**config.mk**
```make
export PLATFORM = sky130hd
export DESIGN_NAME = mdu_flag_wb
export DESIGN_NICKNAME = d
export VERILOG_FILES = /design/src/rtl/mdu_flag_wb_pkg.sv /design/src/rtl/mdu_flag_fifo.sv /design/src/rtl/mdu_flag_wb.sv
export SDC_FILE = /design/constraint.sdc
export NUM_CORES = 1
export LEC_CHECK = 0
export CAP_MARGIN = 10
export CELL_PAD_IN_SITES_DETAIL_PLACEMENT = 0
export CELL_PAD_IN_SITES_GLOBAL_PLACEMENT = 2
export CORE_AREA = 8 8 187 100
export CTS_CLUSTER_DIAMETER = 50
export DETAILED_ROUTE_END_ITERATION = 8
export DIE_AREA = 0 0 195 108
export PLACE_DENSITY = 0.81
export SLEW_MARGIN = 30
export SYNTH_ARGS = -nofsm -noshare
export SYNTH_HDL_FRONTEND = slang
export SYNTH_SLANG_ARGS = --single-unit
```
**constraint.sdc**
```tcl
create_clock -name clk -period 2.68 [get_ports clk]
set_input_delay 0.268 -clock clk [delete_from_list [all_inputs] [get_ports clk]]
set_output_delay 0.268 -clock clk [all_outputs]
set_load 0.01 [all_outputs]
```
**src/rtl/mdu_flag_wb_pkg.sv**
```systemverilog
// Shared definitions for the MDU flag writeback path: XER bit layout and
// the packed layout of one pending-flag queue entry.
package mdu_flag_wb_pkg;

    localparam int XER_WIDTH = 32;
    localparam int XER_SO    = 31;
    localparam int XER_OV    = 30;
    localparam int XER_CA    = 29;

    // Wide enough for up to 16 CR fields; narrower indices are zero-extended.
    localparam int CRF_IDX_W = 4;

    typedef struct packed {
        logic                 ov;
        logic [2:0]           cmp;
        logic                 oe;
        logic                 rc;
        logic [CRF_IDX_W-1:0] crf;
    } flag_entry_t;

    localparam int ENTRY_W = $bits(flag_entry_t);

endpackage

```
**src/rtl/mdu_flag_fifo.sv**
```systemverilog
// Synchronous FIFO with occupancy count; flush empties it and blocks the
// same-edge push and pop.
module mdu_flag_fifo #(
    parameter int WIDTH = 8,
    parameter int DEPTH = 4
) (
    input  logic                     clk,
    input  logic                     rst,
    input  logic                     flush,
    input  logic                     push,
    input  logic                     pop,
    input  logic [WIDTH-1:0]         wdata,
    output logic [WIDTH-1:0]         rdata,
    output logic                     full,
    output logic                     empty,
    output logic [$clog2(DEPTH):0]   count
);

    localparam int PTR_W = $clog2(DEPTH);

    logic [WIDTH-1:0] mem_q [DEPTH];
    logic [WIDTH-1:0] mem_d [DEPTH];
    logic [PTR_W-1:0] wr_ptr_q, wr_ptr_d;
    logic [PTR_W-1:0] rd_ptr_q, rd_ptr_d;
    logic [PTR_W:0]   count_q, count_d;
    logic             do_push;
    logic             do_pop;

    assign full  = (count_q == (PTR_W+1)'(DEPTH));
    assign empty = (count_q == '0);
    assign count = count_q;
    assign rdata = mem_q[rd_ptr_q];

    always_comb begin
        do_push  = push && !full && !flush;
        do_pop   = pop && !empty && !flush;
        mem_d    = mem_q;
        wr_ptr_d = wr_ptr_q;
        rd_ptr_d = rd_ptr_q;
        count_d  = count_q;
        if (flush) begin
            wr_ptr_d = '0;
            rd_ptr_d = '0;
            count_d  = '0;
        end else begin
            if (do_push) begin
                mem_d[wr_ptr_q] = wdata;
                wr_ptr_d        = wr_ptr_q + PTR_W'(1);
            end
            if (do_pop) begin
                rd_ptr_d = rd_ptr_q + PTR_W'(1);
            end
            case ({do_push, do_pop})
                2'b10:   count_d = count_q + (PTR_W+1)'(1);
                2'b01:   count_d = count_q - (PTR_W+1)'(1);
                default: count_d = count_q;
            endcase
        end
    end

    always_ff @(posedge clk) begin
        if (rst) begin
            wr_ptr_q <= '0;
            rd_ptr_q <= '0;
            count_q  <= '0;
        end else begin
            wr_ptr_q <= wr_ptr_d;
            rd_ptr_q <= rd_ptr_d;
            count_q  <= count_d;
        end
    end

    // Storage needs no reset: the count alone defines which slots are live.
    always_ff @(posedge clk) begin
        mem_q <= mem_d;
    end

endmodule

```
**src/rtl/mdu_flag_wb.sv**
```systemverilog
// Queues MDU overflow/compare flags and retires them into XER and CR one
// entry per commit, forwarding the previous cycle's write into the merge.
module mdu_flag_wb
    import mdu_flag_wb_pkg::*;
#(
    parameter int DEPTH = 4,
    parameter int NCRF  = 8
) (
    input  logic                    clk,
    input  logic                    rst,
    input  logic                    in_valid,
    output logic                    in_ready,
    input  logic                    in_ov,
    input  logic [2:0]              in_cmp,
    input  logic                    in_oe,
    input  logic                    in_rc,
    input  logic [$clog2(NCRF)-1:0] in_crf,
    input  logic                    commit_en,
    input  logic                    flush,
    input  logic [XER_WIDTH-1:0]    xer_rd,
    input  logic [4*NCRF-1:0]       cr_rd,
    output logic                    xer_we,
    output logic [XER_WIDTH-1:0]    xer_wd,
    output logic                    cr_we,
    output logic [4*NCRF-1:0]       cr_wd,
    output logic [$clog2(DEPTH):0]  count
);

    flag_entry_t            in_entry;
    flag_entry_t            head;
    logic [ENTRY_W-1:0]     head_raw;
    logic                   full;
    logic                   empty;
    logic                   push;
    logic                   pop_fire;

    logic [XER_WIDTH-1:0]   base_xer;
    logic [XER_WIDTH-1:0]   xer_new;
    logic [4*NCRF-1:0]      base_cr;
    logic [4*NCRF-1:0]      cr_new;
    logic                   so_new;

    logic                   xer_we_q, xer_we_d;
    logic [XER_WIDTH-1:0]   xer_wd_q, xer_wd_d;
    logic                   cr_we_q, cr_we_d;
    logic [4*NCRF-1:0]      cr_wd_q, cr_wd_d;

    assign in_entry = '{ov:  in_ov,
                        cmp: in_cmp,
                        oe:  in_oe,
                        rc:  in_rc,
                        crf: CRF_IDX_W'(in_crf)};

    assign in_ready = !full;
    assign push     = in_valid && in_ready;
    assign pop_fire = commit_en && !empty && !flush;
    assign head     = flag_entry_t'(head_raw);

    mdu_flag_fifo #(
        .WIDTH (ENTRY_W),
        .DEPTH (DEPTH)
    ) u_fifo (
        .clk   (clk),
        .rst   (rst),
        .flush (flush),
        .push  (push),
        .pop   (commit_en),
        .wdata (in_entry),
        .rdata (head_raw),
        .full  (full),
        .empty (empty),
        .count (count)
    );

    // A write still sitting in the output registers has not reached the
    // architectural copy yet, so it must be the base for the next merge.
    always_comb begin
        base_xer = xer_we_q ? xer_wd_q : xer_rd;
        base_cr  = cr_we_q  ? cr_wd_q  : cr_rd;

        xer_new = base_xer;
        if (head.oe) begin
            xer_new[XER_OV] = head.ov;
            xer_new[XER_SO] = base_xer[XER_SO] | head.ov;
        end
        so_new = xer_new[XER_SO];

        cr_new = base_cr;
        for (int f = 0; f < NCRF; f++) begin
            if (head.rc && (head.crf == CRF_IDX_W'(f))) begin
                cr_new[4*f +: 4] = {head.cmp, so_new};
            end
        end
    end

    always_comb begin
        xer_we_d = 1'b0;
        xer_wd_d = xer_wd_q;
        cr_we_d  = 1'b0;
        cr_wd_d  = cr_wd_q;
        if (pop_fire) begin
            xer_we_d = head.oe;
            cr_we_d  = head.rc;
            if (head.oe) begin
                xer_wd_d = xer_new;
            end
            if (head.rc) begin
                cr_wd_d = cr_new;
            end
        end
    end

    always_ff @(posedge clk) begin
        if (rst) begin
            xer_we_q <= 1'b0;
            xer_wd_q <= '0;
            cr_we_q  <= 1'b0;
            cr_wd_q  <= '0;
        end else begin
            xer_we_q <= xer_we_d;
            xer_wd_q <= xer_wd_d;
            cr_we_q  <= cr_we_d;
            cr_wd_q  <= cr_wd_d;
        end
    end

    assign xer_we = xer_we_q;
    assign xer_wd = xer_wd_q;
    assign cr_we  = cr_we_q;
    assign cr_wd  = cr_wd_q;

endmodule

```
==> results.md <==
* Status: complete, no violations
* Design Area, Final at 0.006606 mm^2
* WP buf/inv at 1
* Place WS at about 0.24 ns
* Die X-Extent at between 150 and 200 um
* RePlAce Congestion at ~0.72
* Internal at 0.002632 W
* XOR/XNOR Fraction of Synth Area at 0.9600%
* YS warnings at 0
* Final hold violation count at 0
* Arrival time worst endpoint at about 2.7 ns
* Share of flip-flops with an asynchronous set or reset at 0%
* Sequential power share at 51.0%
* Clock sink total at between 100 and 150
* Ratio of cells with drive above 1 in the final layout at between 10% and 20%
* Leak at between 2 and 3 nW
* Min Tclk post-route at between 2 and 2.5 ns
* Worst vdd ir at roughly 0.23 mV
* CP Launch Type: register
* Area Growth Syn to Fin at 44.82%
* Largest fanout on the critical path at 16
* Cts bufs inserted at 9
* Top FF cell, synth: dfxtp_1
* Vias post-DR at around 3,400
* EDFF count, synth at 36
* Clock Tree Buf Depth at 2
* Multiplexer area fraction after synthesis at a little over a fifth
* WHS Path Cells at 2
* Complex-gate fraction of the synthesized area at under 10%
* Post-synth top cells: dfxtp_1, nor2_1, mux2i_1
* Max H-tree Level at 3
* Post-Synth Adder-Cell Area at under 10%
* Port bufs at 146
* Largest cells by area after synthesis: dfxtp_1, edfxtp_1, mux2i_1
* GRT Total Usage at between 10% and 20%
* Mapped Cells at 372
* Root Buffer Master: clkbuf_16
* Critical Path Sink Type: register
* Die area at 0.02106 mm^2
* Worst Tran Pin Value at 0.5528 ns
* Main combinational cell family by area after synthesis: multiplexers
* Total grt overflow at 0
* Most common cell in the netlist: dfxtp_1
* Worst R2R Setup Slack at 0.25 ns
* Synth Register Bits at 109
* Clock transition at path regs at 0.08 ns
* Clock skew at around 0.0080 ns
* Setup TNS at 0 ns
* Routed wire length at about 14,000 um
* Std cell rows at 33
* Post-route ant nets at 0
* Later-pin clock latency in the skew report at 0.34 ns
* Slew Limit Fails at 0
* Synth Net Count at 456
* Resized cells post-CTS at 0
* RSZ-0062 raised after global routing: no
* Max_cap viols at 0
* Slowest stage cell, crit path: mux4_2
* Simple-Gate Fraction of Synth Area at a little under an eighth
* Boundary pin count at 148
* Max_slew headroom at a little over three fifths
* Area after DPL at ~0.0063 mm^2
* Clock network fraction of design power at 40.5%
* Hold Buf Count CTS at 0
* DRT iter0 DRCs at around 190
* Largest net degree at the start of global routing at 43
* Router iterations before antenna repair at 4
* Logic gate share of total power at 8.5%
* Fill cells at about 1,500
* Starting Density at roughly 28%
* FF-to-FF End: cr_wd[4]
* Post-CTS setup buffers at 0
* Synth unique cells at 39
* CP Data Required Time at 2.90 ns
* First-pass GRT wire length at about 21,000 um
* Hold Path End: cr_wd[8]
* Worst reg2reg startpoint: u_fifo.rd_ptr_q[0]
* HP Class: in2reg
* Number of inserted diodes at 0
* Largest stage delay on the critical path at approximately 0.66 ns
* Yosys top cell area share at 32.04%
* Synth area leader: dfxtp_1
* Switching pwr at approximately 0.00076 W
* Drt via density at about 4.6
* Post-DP HPWL at between 10,000 and 15,000 um
* Mapped Area at between 0.004 and 0.005 mm^2
* Final setup margin at between 0.2 and 0.3 ns
* Worst R2R Path Depth at 6
* Largest delay share family, worst path: multiplexers
* TritonCTS clock tree: built
* Vias in the first global route at about 3,700
* Seq. cell area at 0.002542 mm^2
* Endpoints failing setup at 0
* Cell Chain, Critical Path: buf_12 > mux4_2 > nor4bb_1 > mux2_2 > mux2i_1 > nor2_1
* Syn_area_per_cell at between 10 and 15 um^2
* Hold wc startpoint: rst
* Critical path type: reg2reg
* Sequential fraction of the synthesis area at roughly 56%
* PwrDens at approximately 500 mW/mm^2
* Die Height at ~110 um
* # DRC at 0
* Final nets at roughly 600
* Multi-input gate area in the final layout at ~0.0019 mm^2
* Initial antenna violation count at 0
* Core ar. at roughly 0.016 mm^2
* Sw Share at a little under a quarter
* Fmax at 0.4119 GHz
* Wirelength per Cell at about 19 um
* Tcrit/Tclk final at roughly nine tenths
-- worst max path at each step --
stage	from	slack, ns	cells after the start	to
5_1_grt	u_fifo.rd_ptr_q[0]	0.07	6	cr_wd[4]
4_1_cts	u_fifo.rd_ptr_q[0]	0.24	6	cr_wd[4]
6_report	u_fifo.rd_ptr_q[0]	0.25	6	cr_wd[4]
3_3_place_gp	in_valid	0.32	9	u_fifo.count[2]
3_5_place_dp	in_valid	0.24	9	u_fifo.count[2]
2_1_floorplan	u_fifo.count[0]	0.35	8	u_fifo.count[2]
-- cells in the final DEF (no fill, tap or decap), types with 2 or more instances in the layout --
cell type,synthesis,final
nand3_1,4,4
clkdlybuf4s50_1,0,145
mux2_2,11,11
mux2i_1,64,64
or3b_4,2,2
a21oi_1,2,2
buf_4,0,9
dfxtp_1,73,73
or3_1,2,2
a211oi_1,21,21
inv_1,3,3
nand2_1,4,4
nand3b_1,3,3
edfxtp_1,36,36
xor2_1,2,2
a21oi_2,5,5
nor4bb_1,3,3
clkinv_4,0,2
or2_2,2,2
mux4_2,9,9
inv_8,0,2
nor2b_1,2,2
nor2_1,72,72
nor3_1,2,2
xnor2_1,3,3
clkbuf_16,0,9
a21oi_4,2,2
and2_1,5,5
buf_12,0,3
nand4b_1,3,3
ha_1,5,5
-- layout make-up --
type                       instances  share of cell area (%)
timing repair buffer             158                   23.98
sequential                       109                   38.48
multi-input combinational        238                   28.73
clock inverter                     7                   1.250
tap                              210                   3.977
inverter                           3                  0.1705
clock buffer                       9                   3.409
-- power groups by stage --
stage                     logic (W)  registers, W  clock network, W
final                      0.000289       0.00173           0.00138
after floorplan            0.000112       0.00177                 0
after CTS                  0.000293       0.00173           0.00143
after global placement     0.000286       0.00177                 0
after global routing       0.000311       0.00173           0.00149
after detailed placement   0.000291       0.00177                 0
-- logic make-up (layout without fill, tap and decap cells) --
group	after synthesis	count (layout)
xor+xnor	5	5
mux	84	84
buf+inv	25	177
flops	109	109
fa+ha+maj	6	6
simple gates	109	109
compound gates	34	34
-- metal layers --
metal | global-route usage, % | vias up | routed length [um]
met5 | 0 | - | 0
met4 | 2.743 | 0 | 56
met3 | 6.727 | 4 | 1532
met2 | 19.06 | 132 | 5582
met1 | 16.58 | 1605 | 6434
li1 | - | 1650 | -
-- sequential cells by signal, indices dropped and copies added (netlist names) --
name / count
u_fifo.mem_q: 36
cr_wd: 32
xer_wd: 32
u_fifo.count: 3
u_fifo.rd_ptr_q: 2
u_fifo.wr_ptr_q: 2
cr_we: 1
xer_we: 1
-- per-stage QoR --
stage / cells / hold slack (ns) / utilization (%) / power (W)
after floorplan: 372 / 0.3669 / - / 0.001885
after global placement: 718 / 0.4731 / 39.32 / 0.002056
after detailed placement: 718 / 0.4845 / 39.32 / 0.002062
after CTS: 734 / 0.3799 / 41.24 / 0.003455
after global routing: 734 / 0.4211 / 41.24 / 0.003532
final: 734 / 0.3925 / 41.24 / 0.003396
Power figures use the tool's default switching activity.
